**src/rtl/dlfloat_mac_seq.sv**
```systemverilog
// -----------------------------------------------------------------------------
// dlfloat_mac_seq
//   Sequencer that runs one dlfloat16 dot-product job on an external MAC
//   datapath. A job of i_len operand pairs clears the accumulator, streams
//   each accepted pair to the datapath with a one-cycle issue pulse, waits
//   MAC_LAT cycles for the last product to land, then presents the result
//   until the consumer takes it.
//
// Ports
//   i_clk, i_rst           clock, synchronous active-high reset
//   i_start, i_len         job request and pair count (sampled in IDLE)
//   o_busy                 high in every state except IDLE
//   i_in_valid, o_in_ready operand-pair handshake (ready only in ACCUM)
//   i_in_a, i_in_b         dlfloat16 operands
//   o_mac_a, o_mac_b       operands driven to the datapath
//   o_mac_issue            one-cycle pulse: o_mac_a/o_mac_b valid
//   o_mac_clear            one-cycle pulse: zero the datapath accumulator
//   i_mac_acc              accumulator value from the datapath
//   o_res_data, o_res_valid, i_res_ready   result handshake
// -----------------------------------------------------------------------------
module dlfloat_mac_seq #(
    parameter int MAC_LAT = 3,
    parameter int LEN_W   = 8
) (
    input  logic             i_clk,
    input  logic             i_rst,
    input  logic             i_start,
    input  logic [LEN_W-1:0] i_len,
    output logic             o_busy,
    input  logic             i_in_valid,
    output logic             o_in_ready,
    input  logic [15:0]      i_in_a,
    input  logic [15:0]      i_in_b,
    output logic [15:0]      o_mac_a,
    output logic [15:0]      o_mac_b,
    output logic             o_mac_issue,
    output logic             o_mac_clear,
    input  logic [15:0]      i_mac_acc,
    output logic [15:0]      o_res_data,
    output logic             o_res_valid,
    input  logic             i_res_ready
);

    // Drain counter must hold the value MAC_LAT.
    localparam int DW = (MAC_LAT < 1) ? 1 : $clog2(MAC_LAT + 1);

    typedef enum logic [2:0] {
        S_IDLE  = 3'd0,
        S_CLEAR = 3'd1,
        S_ACCUM = 3'd2,
        S_DRAIN = 3'd3,
        S_DONE  = 3'd4
    } state_t;

    state_t           r_state;
    state_t           w_state_nxt;
    logic [LEN_W-1:0] r_remain;
    logic [LEN_W-1:0] w_remain_nxt;
    logic [DW-1:0]    r_drain;
    logic [DW-1:0]    w_drain_nxt;
    logic [15:0]      r_mac_a;
    logic [15:0]      w_mac_a_nxt;
    logic [15:0]      r_mac_b;
    logic [15:0]      w_mac_b_nxt;
    logic [15:0]      r_res_data;
    logic [15:0]      w_res_data_nxt;
    logic             r_busy;
    logic             w_busy_nxt;
    logic             r_in_ready;
    logic             w_in_ready_nxt;
    logic             r_mac_issue;
    logic             w_mac_issue_nxt;
    logic             r_mac_clear;
    logic             w_mac_clear_nxt;
    logic             r_res_valid;
    logic             w_res_valid_nxt;
    logic             w_hs;

    // The remaining-count guard keeps the counter from ever underflowing.
    assign w_hs = i_in_valid & r_in_ready & (r_remain != {LEN_W{1'b0}});

    // Next-state and next-output logic; outputs are derived from the next state
    // so that every output comes straight from a register.
    always_comb begin
        w_state_nxt     = r_state;
        w_remain_nxt    = r_remain;
        w_drain_nxt     = r_drain;
        w_mac_a_nxt     = r_mac_a;
        w_mac_b_nxt     = r_mac_b;
        w_res_data_nxt  = r_res_data;
        w_mac_issue_nxt = 1'b0;

        case (r_state)
            S_IDLE: begin
                if (i_start) begin
                    w_remain_nxt = i_len;
                    if (i_len == {LEN_W{1'b0}}) begin
                        w_res_data_nxt = 16'h0000;
                        w_state_nxt    = S_DONE;
                    end else begin
                        w_state_nxt    = S_CLEAR;
                    end
                end else begin
                    w_state_nxt = S_IDLE;
                end
            end
            S_CLEAR: begin
                w_state_nxt = S_ACCUM;
            end
            S_ACCUM: begin
                if (w_hs) begin
                    w_mac_a_nxt     = i_in_a;
                    w_mac_b_nxt     = i_in_b;
                    w_mac_issue_nxt = 1'b1;
                    w_remain_nxt    = r_remain - LEN_W'(1);
                    if (r_remain == LEN_W'(1)) begin
                        // First DRAIN cycle is the final issue cycle, so the
                        // capture happens MAC_LAT cycles later.
                        w_drain_nxt = DW'(MAC_LAT);
                        w_state_nxt = S_DRAIN;
                    end else begin
                        w_state_nxt = S_ACCUM;
                    end
                end else begin
                    w_state_nxt = S_ACCUM;
                end
            end
            S_DRAIN: begin
                if (r_drain == {DW{1'b0}}) begin
                    w_res_data_nxt = i_mac_acc;
                    w_state_nxt    = S_DONE;
                end else begin
                    w_drain_nxt    = r_drain - DW'(1);
                end
            end
            S_DONE: begin
                if (i_res_ready) begin
                    w_state_nxt = S_IDLE;
                end else begin
                    w_state_nxt = S_DONE;
                end
            end
            default: begin
                w_state_nxt = S_IDLE;
            end
        endcase

        w_busy_nxt      = (w_state_nxt != S_IDLE);
        w_in_ready_nxt  = (w_state_nxt == S_ACCUM);
        w_mac_clear_nxt = (w_state_nxt == S_CLEAR);
        w_res_valid_nxt = (w_state_nxt == S_DONE);
    end

    // State, counter and output registers with synchronous reset.
    always_ff @(posedge i_clk) begin
        if (i_rst) begin
            r_state     <= S_IDLE;
            r_remain    <= {LEN_W{1'b0}};
            r_drain     <= {DW{1'b0}};
            r_mac_a     <= 16'h0000;
            r_mac_b     <= 16'h0000;
            r_res_data  <= 16'h0000;
            r_busy      <= 1'b0;
            r_in_ready  <= 1'b0;
            r_mac_issue <= 1'b0;
            r_mac_clear <= 1'b0;
            r_res_valid <= 1'b0;
        end else begin
            r_state     <= w_state_nxt;
            r_remain    <= w_remain_nxt;
            r_drain     <= w_drain_nxt;
            r_mac_a     <= w_mac_a_nxt;
            r_mac_b     <= w_mac_b_nxt;
            r_res_data  <= w_res_data_nxt;
            r_busy      <= w_busy_nxt;
            r_in_ready  <= w_in_ready_nxt;
            r_mac_issue <= w_mac_issue_nxt;
            r_mac_clear <= w_mac_clear_nxt;
            r_res_valid <= w_res_valid_nxt;
        end
    end

    assign o_busy      = r_busy;
    assign o_in_ready  = r_in_ready;
    assign o_mac_a     = r_mac_a;
    assign o_mac_b     = r_mac_b;
    assign o_mac_issue = r_mac_issue;
    assign o_mac_clear = r_mac_clear;
    assign o_res_data  = r_res_data;
    assign o_res_valid = r_res_valid;

endmodule

```
**config.mk**
```make
export PLATFORM = sky130hd
export DESIGN_NAME = dlfloat_mac_seq
export DESIGN_NICKNAME = d
export VERILOG_FILES = /design/src/rtl/dlfloat_mac_seq.sv
export SDC_FILE = /design/constraint.sdc
export NUM_CORES = 1
export LEC_CHECK = 0
export BUFFER_PORTS_ARGS = -buffer_cell sky130_fd_sc_hd__buf_2
export CORE_MARGIN = 2
export CORE_UTILIZATION = 25
export CTS_BUF_LIST = sky130_fd_sc_hd__clkbuf_8
export DETAILED_ROUTE_END_ITERATION = 8
export GPL_TIMING_DRIVEN = 0
export PLACE_DENSITY = 0.45
export SYNTH_ARGS = -nofsm -noshare
export SYNTH_HDL_FRONTEND = slang
export SYNTH_SLANG_ARGS = --single-unit
```
**constraint.sdc**
```tcl
create_clock -name i_clk -period 2.6 [get_ports i_clk]
set_clock_uncertainty 0.2 [all_clocks]
set_input_delay 0.39 -clock i_clk [delete_from_list [all_inputs] [get_ports i_clk]]
set_output_delay 0.39 -clock i_clk [all_outputs]
set_load 0.05 [all_outputs]
```
Word level (Yosys, flattened, before mapping) --
Index checks and enable logic that the tools add are counted.
Storage, ports and cells: bits of input ports 61, flip-flop bits (word level) 66, output and inout bits 53, word-level logic and storage cells 62
Operators by class: reductions and logical operators 13, add/subtract/negate cells 2, bitwise logic cells 3, equality and inequality tests 14, muxes and demuxes 19
Operators by type and width (count):
- $mux W16 | 3
- $pmux W16 S2 | 1
- $mux W8 | 2
- $pmux W8 S2 | 1
- $mux W3 | 5
- $pmux W3 S5 | 1
- $ne A2 B2 Y1 const B | 6
- $eq A3 B2 Y1 const B | 3
- $eq A8 B1 Y1 const B | 1
- $logic_not A8 Y1 | 1
- $reduce_and A4 Y1 | 2
- $reduce_bool A8 Y1 | 1
- $sub A8 B1 Y8 const B | 1
- $eq A3 B1 Y1 const B | 2
- $eq A3 B3 Y1 const B | 2
- $mux W2 | 3
- $reduce_bool A2 Y1 | 3
- $pmux W2 S2 | 1
- $logic_not A3 Y1 | 1
- $reduce_and A3 Y1 | 1
- $reduce_bool A3 Y1 | 1
- $and A1 B1 Y1 | 2
- $logic_not A2 Y1 | 1
- $mux W1 | 2
- 4 further kinds | 4

Logic depth before layout (Yosys ltp) --
Gate-level depths: netlist of the first run.
depth in word-level cells 5, gate-level depth with buffers 8, mapped depth without buffers 6

Least setup slack after synthesis of the first run --
Ideal clock, no wire load.
kind reg-to-reg, start point register r_state[1], end point register r_remain[0], stages on the path, launching flop included 8, path buffers 3, slack 0.574 ns, arrival time 1.693 ns, setup time 0.134 ns, required time 2.266 ns, clock period less this slack 2.026 ns, cell sequence dfxtp_1 -> or3b_1 -> buf_6 -> a211o_1 -> buf_6 -> buf_6 -> a221oi_1 -> a211oi_1
On the way: cells in the longest elaborated chain, start to end 3, elaborated cells between the ends (all ways) 7, classes of those cells 3 x eq/ne; 1 x mux; 3 x reduce/logical
RTL lines:
- from (decl) | RTL line 55 | state_t r_state;
- from (signal assigned) | RTL line 169 | r_state <= w_state_nxt;
- $eq A3 B2 Y1 / $logic_not A3 Y1 (equally long branches) | RTL line 93 | case (r_state)
- $ne A2 B2 Y1 (no source line) / $reduce_bool A2 Y1 (equally long branches)
- $reduce_and A3 Y1 (no source line)
- to (signal assigned) | RTL line 158 | r_remain <= {LEN_W{1'b0}};
- to (signal assigned) | RTL line 170 | r_remain <= w_remain_nxt;
- to (decl) | RTL line 57 | logic [LEN_W-1:0] r_remain;
Parallel ways exist; a longest one is shown, timed or not. A chain may end at the register's enable or synchronous reset.

Worst setup path in the final report of the first run --
start point register r_state[1], end point register r_remain[6]
Same word-level chain as after synthesis.

==> results of run 1 <==
Yosys cell counts:
| cell type | count |
|---|---|
| a211o_1 | 1 |
| a211oi_1 | 3 |
| a21o_1 | 2 |
| a21oi_1 | 58 |
| a221o_1 | 1 |
| a221oi_1 | 7 |
| a31o_1 | 3 |
| a31o_2 | 1 |
| a31oi_1 | 1 |
| a32o_1 | 1 |
| a32oi_1 | 1 |
| and3_1 | 3 |
| and3b_1 | 1 |
| buf_1 | 1 |
| buf_2 | 3 |
| buf_4 | 3 |
| buf_6 | 3 |
| clkbuf_1 | 12 |
| dfxtp_1 | 66 |
| ha_1 | 4 |
| inv_1 | 6 |
| nand2_1 | 91 |
| nand3_1 | 18 |
| nand3b_1 | 4 |
| nor2_1 | 7 |
| nor2b_1 | 1 |
| nor3_1 | 3 |
| nor3b_1 | 3 |
| nor4_1 | 5 |
| nor4b_1 | 1 |
| nor4b_2 | 1 |
| o21ai_0 | 2 |
| o22ai_1 | 4 |
| o32ai_1 | 1 |
| or2_2 | 1 |
| or3b_1 | 1 |
flip-flops by register name, summed over array words and instances (netlist names):
signal,flops
o_res_valid,1
o_mac_issue,1
o_busy,1
o_mac_b,16
o_mac_a,16
r_remain,8
o_mac_clear,1
o_in_ready,1
o_res_data,16
r_drain,2
r_state,3
cell type report:
| class | instances | area share (%) |
|---|---|---|
| inverter | 6 | 0.618 |
| buffer | 22 | 3.29 |
| clock buffer | 11 | 4.15 |
| timing repair buffer | 113 | 15.5 |
| antenna | 1 | 0.0686 |
| multi-input combinational | 230 | 33.1 |
| tap | 136 | 4.67 |
| sequential | 66 | 36.2 |
| clock inverter | 5 | 2.33 |
worst max-delay path by stage:
stage                           endpoint  slack, ps  depth (start not counted)
after CTS                 o_res_data[12]         70                          5
after detailed placement  o_res_data[10]         -9                          6
after floorplan              r_remain[0]        570                          7
final                        r_remain[6]        320                          6
after global placement    o_res_data[13]        -20                          6
after global routing         o_mac_b[11]        100                          6
layer usage:
layer,vias to the layer above,track usage [%],part of all wire [%]
met5,-,0,0
met1,1235,17.6,46
li1,1378,-,-
met2,95,21.8,44
met4,0,6.77,2.1
met3,14,4.01,7.2
timing repair:
action / 4_1_cts / 5_1_grt
endpoints found under the setup margin: 0 / 9
buffers inserted: 0 / 0
gates resized for setup: 0 / 2
logic make-up after synthesis:
group	share of synthesized area [%]
AO/OA/AOI/OAI	19.3
adder cells (fa/ha/maj)	1.89
AND/OR/NAND/NOR	23.7
buffers and inverters	5.37
flip-flops	49.8
power breakdown:
group	switching (mW)	internal (mW)
clock network	0.424	0.598
logic	0.141	0.0924
registers	0.0211	1.03
metrics by stage:
stage | setup WS, ps | hold slack (ps) | instances | util [%] | power [mW]
global placement | -18.2 | 236 | 573 | 32.8 | 1.31
finish | 318 | 64.7 | 590 | 35.3 | 2.31
floorplan | 574 | 236 | 324 | - | 1.21
CTS | 65.3 | 44.0 | 589 | 35.1 | 2.35
global route | 103 | 58.2 | 589 | 35.3 | 2.42
detailed placement | -9.40 | 241 | 573 | 32.8 | 1.31
==> summary.md, run 1 <==
Setup violations remaining at the end of the flow were counted as 0. The endpoint type of the worst setup path was a flop. The initial utilization of the core area, before any placement, comes to 25.7%.

The global placement routability congestion came out at 0.822. Final max-slew violation count: 0. For the post-synthesis net count, the log shows 389. The die is 107 um wide.

A synthesized cell averages 8.19 um2. Together, buffers and inverters on the worst path number 2. The portion of the clock cycle consumed by the worst path in the final layout was 87.8%. The number of cells on the worst reg-to-reg path is 6. After clock tree synthesis, the flow added hold-fix buffers numbering 0. The wire-length estimate of the detail-placed layout is 5.65 mm. The die covers 11500 um2. The number of antenna violations at the first check in global routing came out at 0. Fill cells in the final layout number 1096. The flow ran to the end, and the final reports show no timing, DRC or antenna violations. The tools report the number of hold violations in the final report as 0. Along the worst path, the maximum fanout reaches 10. The signal arrival time at the worst endpoint is 2330 ps.

The area share of the largest cell type after synthesis is 49.8%, and the register-to-register setup slack is 320 ps. The library cells used most frequently in the layout, excluding fill and tap cells, are 116 x buf_2, 91 x nand2_1, 66 x dfxtp_1. Measured against its own limit, the worst slew margin works out to 40.7%.

The layout overhead on the synthesized area was 37.3%; the area of the multi-input gates was 1210 um2. Final-layout setup total negative slack: 0 ps. The worst setup path is of the flop to flop kind.

The post-route cell area was 3650 um2. Start point of the critical path: r_state[1]. Walking the worst path, the cells encountered are or3b_1, buf_6, a211oi_1, buf_2, nor2_1, o32ai_1. The placeable core region was 10300 um2; the final layout net count was 513. The largest single stage delay on the critical path is 460 ps. After detailed placement, the total cell area comes to 3390 um2.

Cell taking the most area after synthesis: dfxtp_1. Sequential cell area: 1320 um2. For this run, the total global-route usage over all layers was measured as 14.0%.

For the count of unresolved DRC violations after routing, the log shows 0. In this run the most critical hold path is launched from i_rst. The tools report the type of element launching the critical path as a flop.

Endpoint of the worst register-to-register path: r_remain[6]. The tools report the wire length of the first global-routing pass as 12.6 mm. After synthesis the netlist holds a flip-flop and latch count of 66. For this design the top-level I/O count stands at 114. The commonest non-fill, non-tap cell in the layout was buf_2. Number of violations of the max-capacitance limit: 0.

TritonCTS built the clock tree. Total via count in the routed design: 2722. Dividing the detail-routed wire length by the instance count gives 13.4 um. The count of cells along the worst hold path is 2.

The post-route netlist has 31.3% of its cells at a drive strength greater than 1. The sequential share of the synthesized area was 49.8%. The length of the first detailed-routing pass in iterations came out at 4. The Yosys step of the flow raised 0 warnings. The via count normalized by instance count came out at 4.61. The netlist uses 36 different library cells. The minimum clock period works out to 2280 ps. Dividing total power by cell area gives a power density of 633 nW/um2.

At the pin with the least slew margin, the transition time is 882 ps. Setup repair after global routing left no endpoint under its margin. The family with the most delay on the worst path is compound AO/OA/AOI/OAI gates. The logs give 2612 for the number of global-route vias before repair and 324 for the post-synthesis cell count. After clock tree synthesis, the clock-pin slew on the worst setup and hold paths is 70 ps. The logs give 9 for the number of clock buffers inserted by TritonCTS and 170 for the number of DRC markers after the initial detailed-route iteration.

The floorplan row count is 37. At the worst endpoint, the required time is 2640 ps. The logs give 0 for the number of routed nets with antenna violations and 13 for the pin count of the biggest net entering global routing. The logs give 340 ps for the insertion delay to the later sink of the worst-skew pair and 2 for the maximum count of clock buffers along a single path.

The type of the worst min-delay path was primary input to flop. The worst reg2reg path startpoint is r_state[1]. The total congestion overflow came out at 0. The floorplan step set the die height to 107 um. The run gives 2660 um2 as the post-synthesis instance area. The cell with the largest stage delay on the worst path was dfxtp_1.

By area the synthesized netlist is led by dfxtp_1 50%, nand2_1 13%, a21oi_1 11%. The total clock sinks was 66; the maximum level of the CTS H-tree was 3. The final routed wirelength across all metal layers is 7.90 mm, and the count of buffers inserted at the top-level ports is 113. For the leakage power figure, the log shows 1.54 nW. For this run, the top clock speed supported by timing is 438 MHz. The clock root buffer was clkbuf_8. VDD sags by at most 220 uV. The worst hold path terminates at r_state[1].
Note: power is estimated with default switching activity, not from simulation.
==> run 2, diff against run 1 <==
--- a/config.mk
+++ b/config.mk
@@ -7,11 +7,11 @@
 export LEC_CHECK = 0
 export BUFFER_PORTS_ARGS = -buffer_cell sky130_fd_sc_hd__buf_2
 export CORE_MARGIN = 2
-export CORE_UTILIZATION = 25
+export CORE_UTILIZATION = 49
 export CTS_BUF_LIST = sky130_fd_sc_hd__clkbuf_8
 export DETAILED_ROUTE_END_ITERATION = 8
 export GPL_TIMING_DRIVEN = 0
-export PLACE_DENSITY = 0.45
+export PLACE_DENSITY = 0.8
 export SYNTH_ARGS = -nofsm -noshare
 export SYNTH_HDL_FRONTEND = slang
 export SYNTH_SLANG_ARGS = --single-unit
==> summary.md, run 2 (synthesis gave the netlist of run 1 again) <==
STA classifies the critical path startpoint as a flop. Of the cells placed in the final design, the portion with a size suffix greater than 1 is 31.3%. 0 antenna diodes ended up in the layout. Measured on the finished design, the core utilization comes to 68.7%. Setup violations remaining at the end of the flow were counted as 0.

For the number of hold violations in the final report, the log shows 0. The relative contribution of combinational cells to total power was 10.3%. The overall die area came out at 6020 um2. In this run the most critical hold path is launched from i_rst. Compared with the post-synthesis result, the final layout area differs by 33.8%.

The clock root buffer was clkbuf_8. In this run the static leakage power is 1.53 nW. The worst setup path is captured at a flop.

Of the total power, the clock network draws 42.7%. The logs give 551 uW for the switching power and 0 for the number of antenna violations at the first check in global routing. The total clock sinks is 66. IR analysis of the VDD net gives a maximum drop of 376 uV. The tools report the sequential fraction of design power as 46.9%. The commonest non-fill, non-tap cell in the layout was buf_2. Setup repair after global routing left no endpoint under its margin. Buffers inserted to repair hold after CTS numbered 0. The class of the most critical setup path is flop to flop. The count of buffers inserted at the top-level ports was 113.

The portion of the clock cycle consumed by the worst path in the final layout was 90.2%; the number of cell instances on the worst register-to-register path was 6. Wire length of the first global-routing pass: 11.7 mm. At the later pin of the worst-skew pair, clock insertion delay measures 330 ps.

Measured against its own limit, the worst slew margin works out to 41.1%. After detailed routing, the total wire length is 7.03 mm. The logs give 250 ps for the register-to-register setup slack and 0 for the final max-slew violation count. TritonCTS built the clock tree.

The minimum clock period was 2350 ps; the power per standard cell area was 631 nW/um2. The highest achievable clock rate is 426 MHz, and the count of cells along the worst hold path is 2. The critical path goes through or3b_1, buf_6, a211oi_1, buf_2, nor2_1, o32ai_1. From left edge to right edge, the die measures 77.6 um. The clock transition at the registers of the reported paths works out to 70 ps.

Entering global routing, the biggest net connects 13 pins. The run gives 3 as the maximum level of the CTS H-tree. The post-route cell area came out at 3550 um2.

The startpoint identified for the worst register-to-register timing path is r_state[1]. The path with the worst hold slack has its endpoint at r_state[1]. Global routing used 24.3% of the available tracks.

The endpoint identified for the worst register-to-register timing path is r_remain[6]. After legalization and detailed placement, the total HPWL measured 5.20 mm. The number of DRC markers after the initial detailed-route iteration is 216, and the transition time of the tightest slew-check pin is 875 ps. For the worst setup path, the data required time is 2630 ps. Share of total power consumed by net switching: 24.6%.

The run gives 2380 ps as the signal arrival time at the worst endpoint. After detailed routing, the average wire length per cell comes to 13.4 um. The number of clock buffers inserted by TritonCTS was 9; the via count normalized by instance count was 5.28. The number of global-route vias before repair is 2568, and the final layout net count is 513.

The routed layout has 2764 vias. The total overflow left after global routing is 0. Before antenna repair, the detailed router went through 4 iterations. The worst-path maximum fanout came out at 10. Number of routed nets with antenna violations: 0. On the worst path, the slowest cell contributes a delay of 470 ps. Maximum count of clock buffers along a single path: 2.

The tools report the floorplan row count as 26. The total I/O pin count came out at 114. Across the run, the number of max-cap violations was 0. In the layout the commonest cells are 116 x buf_2, 91 x nand2_1, 66 x dfxtp_1. The total cell area at the placement stage is 3310 um2, and the placeable core region is 5170 um2.

The run finished with clean final reports. For the final routed database, the setup TNS stands at 0 ps. The internal power summed over all cells was 1.69 mW; the number of fillers in the final layout was 464. The starting utilization of the core area came out at 51.3%.

Routability-driven placement finished with a final weighted congestion of 0.915. In the routed design, unresolved DRC markers number 0. The die span in y works out to 77.6 um. On the critical path, the stage with the largest delay is an instance of dfxtp_1.

The path class of the tightest hold or removal check is primary input to flop.
-- run 2: worst max-delay path, delay by kind of cell (launching register included) --
kind	cells	cell delay (ps)
compound gates	2	630
buf+inv	2	450
flops	1	470
simple gates	2	500
-- run 2: power groups by stage --
stage	sequential, mW	clock [mW]	combinational, mW
after floorplan	1.09	0	0.118
after global placement	1.07	0	0.224
after detailed placement	1.07	0	0.226
after CTS	1.05	0.973	0.228
after global routing	1.06	1.01	0.254
final	1.05	0.958	0.232
-- run 2: timing repair --
| item | 4_1_cts | 5_1_grt |
|---|---|---|
| setup endpoints to repair | 0 | 8 |
| buffers inserted | 0 | 0 |
| hold endpoints to repair | 0 | 0 |
| gates resized for setup | 0 | 2 |
-- run 2: area by class of cell --
| class | instances | area (um2) | share of cell area [%] |
|---|---|---|---|
| flip-flops and latches | 66 | 1320 | 37.2 |
| multi-input cells | 230 | 1210 | 34.0 |
| repair buffers | 113 | 566 | 15.9 |
| clock buffers | 10 | 138 | 3.87 |
| plain buffers | 22 | 120 | 3.38 |
| clock inverters | 6 | 90.1 | 2.54 |
| well taps | 70 | 87.6 | 2.47 |
| inverters | 6 | 22.5 | 0.634 |
-- run 2: worst max-delay path by stage --
stage | start | endpoint | slack, ps | depth (start not counted)
after floorplan | r_state[1] | r_remain[0] | 570 | 7
after global placement | i_start | o_res_data[14] | 110 | 6
after detailed placement | i_start | o_res_data[11] | 110 | 6
after CTS | r_state[0] | o_res_data[15] | 190 | 5
after global routing | r_remain[4] | o_mac_a[2] | 90 | 6
final | r_state[1] | r_remain[6] | 250 | 6
-- run 2: per-stage QoR --
stage          cells  total power, mW  hold WS (ps)  setup WS (ps)
2_1_floorplan    324             1.21           236            574
4_1_cts          523             2.25          49.7            187
5_1_grt          523             2.32          54.3           92.6
6_report         523             2.24          58.4            255
3_5_place_dp     507             1.30           243            108
3_3_place_gp     507             1.30           235            113
-- run 2: routing by layer --
metal  GRT usage [%]  routed length (um)  up-vias
met5               0                   0        -
met4            11.4                 155        0
met3            6.16                 479       17
met2            40.2                3310      111
met1            29.4                3080     1260
li1                -                   -     1376
==> run 3, diff against run 2 <==
--- a/config.mk
+++ b/config.mk
@@ -5,13 +5,14 @@
 export SDC_FILE = /design/constraint.sdc
 export NUM_CORES = 1
 export LEC_CHECK = 0
+export ABC_AREA = 1
 export BUFFER_PORTS_ARGS = -buffer_cell sky130_fd_sc_hd__buf_2
 export CORE_MARGIN = 2
-export CORE_UTILIZATION = 49
+export CORE_UTILIZATION = 51
 export CTS_BUF_LIST = sky130_fd_sc_hd__clkbuf_8
 export DETAILED_ROUTE_END_ITERATION = 8
 export GPL_TIMING_DRIVEN = 0
-export PLACE_DENSITY = 0.8
+export PLACE_DENSITY = 0.81
 export SYNTH_ARGS = -nofsm -noshare
 export SYNTH_HDL_FRONTEND = slang
 export SYNTH_SLANG_ARGS = --single-unit
==> summary.md, run 3 <==
The run finished with clean final reports. The placeable core region is 5570 um2. The tightest hold path in the finished design has a slack of 122 ps.

STA puts the critical path data required time at 2660 ps. The average cell area after synthesis is 7.74 um2. The root buffer cell chosen for the clock tree is clkbuf_8. The transition time of the tightest slew-check pin is 529 ps, and the share of flip-flops with an asynchronous set or reset is 0%. The pin count of the biggest net entering global routing was 13; the highest ir drop seen on vdd was 485 uV. The count of buffers added on input and output ports is 112. When the netlist entered floorplanning its net count stood at 450. Start point of the critical path: r_remain[0].

The first global-routing pass estimated 12.5 mm of wire. Synthesis produced a netlist whose cell count is 385. In this run the number of H-tree levels came out at 3.

The run gives 0 as the synthesis warning total. The run gives 0 ps as the final-layout setup total negative slack. The total congestion overflow is 0. Once detail routing completed, the nets flagged for antenna violations numbered 0. Sequential cells were found to cover 44.3% of the synthesized design area. The length of the first detailed-routing pass in iterations is 5. TritonCTS built the clock tree. Global routing consumed, over all layers together, 24.7% of the routing resources. At the end of routability-driven placement, the weighted congestion stood at 0.946. Setup repair after global routing left no endpoint under its margin.

The final standard cell utilization of the core is 69.9%. The class of the most critical setup path is flop to flop. Insertion delay to the later sink of the worst-skew pair: 330 ps. The x dimension of the die is 80.4 um. The final max-slew violation count came out at 0. In this run the vertical extent of the chip is 80.4 um. The tools report the number of global-route vias before repair as 2864. The start point of the worst min-delay path was i_mac_acc[3]. The tools report the number of hold violations in the final report as 0. The routed layout has 3043 vias. The maximum count of clock buffers along a single path is 2. Max-cap violations in this run came to 0. The share of total power consumed by net switching is 25.4%, and the relative contribution of combinational cells to total power is 14.3%. The first routing iteration left 166 violations.

For the antenna diode count, the log shows 0. Ranked by total cell area, the synthesized netlist is headed by dfxtp_1 44%, nand3_1 9.2%, nand2_1 8.3%. The share of final-layout standard cells stronger than drive strength 1 is 32.9%, and the minimum clock period is 1840 ps. The count of flip-flops with a built-in enable after synthesis is 0. In the routed design, unresolved DRC markers number 0. Summed over all instances, the cell type with the most area after synthesis is dfxtp_1. The worst path meets setup with 762 ps of slack. From synthesis to final layout, the design area changed by 30.7%. The tightest slew margin relative to the limit is 64.7%, and the signal arrival time at the worst endpoint is 1900 ps. Setup violations remaining at the end of the flow were counted as 0.

Internal power comes to 1.90 mW. The number of different library cells used by synthesis comes to 31. Post-CTS repair changed the size of 0 cells. In this run, CTS created clock tree buffers numbering 9.

Post-CTS timing repair inserted 0 buffers for setup. In the synthesized netlist the dominant register cell turns out to be dfxtp_1. The clock network is responsible for 43.9% of the overall power. Dividing the final minimum period by the clock period gives 70.7%.

The tools report the number of antenna violations at the first check in global routing as 0. The run gives 544 MHz as the highest achievable clock rate. STA classifies the critical path endpoint as a flop. Leaving out fill and tap cells, the most frequent cell in the layout is buf_2. At the placement stage, the worst setup path has a slack of 763 ps.

The final routed wirelength across all metal layers came out at 7.58 mm. The worst-path maximum fanout was 10; the final layout net count was 573. The tools report the count of hold-fix buffers inserted at cts as 0.

The clock transition at the registers of the reported paths is 80 ps, and the post-synthesis instance area is 2980 um2. In this run, flip-flops and latches consume 41.8% of the power. The floorplan row count came out at 27.

For this design the top-level I/O count stands at 114. Leaving out fill and tap cells, the most frequent cells in the layout are 120 x buf_2, 66 x nand2_1, 66 x dfxtp_1. The detailed-route wire length per cell came out at 13.0 um. By count the netlist is led by 66 x dfxtp_1, 66 x nand2_1, 55 x nand3_1, 40 x a21oi_1, 37 x nor2_1. The power per standard cell area is 654 nW/um2, and the starting utilization of the core area is 53.5%. The total clock sinks was 66.

STA classifies the critical path startpoint as a flop. Counting the fill cells in the layout gives 494. The leakage power figure is 1.99 nW, and the overall die area is 6470 um2. The tools report the worst reg2reg path startpoint as r_remain[0].

In this run, synthesis produced a sequential element count of 66. Switching power: 647 uW. Dividing the detail-routed via count by the number of cells gives 5.20.

The placed wire-length estimate was 5.68 mm. Type of the worst min-delay path: primary input to flop. After synthesis, the largest area contributor takes up 44.3% of total cell area.
run 3: layout make-up:
class | count | area (um2) | area share, %
inverters | 29 | 109 | 2.79
clock buffers | 9 | 124 | 3.18
multi-input cells | 268 | 1400 | 36.0
flip-flops and latches | 66 | 1320 | 33.9
clock inverters | 7 | 141 | 3.63
well taps | 72 | 90.1 | 2.31
plain buffers | 22 | 146 | 3.76
repair buffers | 112 | 561 | 14.4
run 3: path summary, 6_finish.rpt:
kind                                      end  slack [ps]  cells past startpoint
worst max-delay path               o_mac_a[3]         760                     10
worst min-delay path            o_res_data[3]         120                      3
worst max register to register     o_mac_a[3]         760                     10
worst min register to register     o_mac_a[8]         260                      2
run 3: cell families (layout without fill, tap and decap cells):
group / count (synthesis) / after routing / synth area share, %
flops: 66 / 66 / 44.3
simple gates: 179 / 179 / 29.2
buf+inv: 51 / 179 / 8.56
compound gates: 85 / 85 / 16.2
fa+ha+maj: 4 / 4 / 1.68
run 3: metal layers:
metal  routed length (um)  up-vias  part of all wire, %  global-route usage [%]
li1                     -     1542                    -                       -
met1                 3240     1338                   43                    30.5
met2                 3530      139                   47                    41.3
met3                  624       24                  8.2                    5.84
met4                  192        0                  2.5                    10.3
met5                    0        -                    0                       0
run 3: critical path: stages (launching register included):
cell	delay, ps
dfxtp_1	340
inv_1	120
ha_1	160
inv_1	40
nor2_1	140
nand2_2	150
nand2_4	120
buf_6	150
buf_6	140
nand2_1	70
a21oi_1	140
run 3: power groups by stage:
| stage | logic [mW] | registers (mW) | clock network, mW |
|---|---|---|---|
| after global routing | 0.407 | 1.07 | 1.18 |
| after floorplan | 0.204 | 1.13 | 0 |
| after detailed placement | 0.363 | 1.09 | 0 |
| after global placement | 0.358 | 1.08 | 0 |
| after CTS | 0.364 | 1.06 | 1.14 |
| final | 0.364 | 1.06 | 1.12 |
run 3: metrics by stage:
step / cells / instance area, um2 / power [mW]
CTS: 585 / 3900 / 2.56
global route: 585 / 3900 / 2.65
floorplan: 385 / 2980 / 1.34
detailed placement: 569 / 3630 / 1.45
global placement: 569 / 3630 / 1.44
finish: 585 / 3900 / 2.55
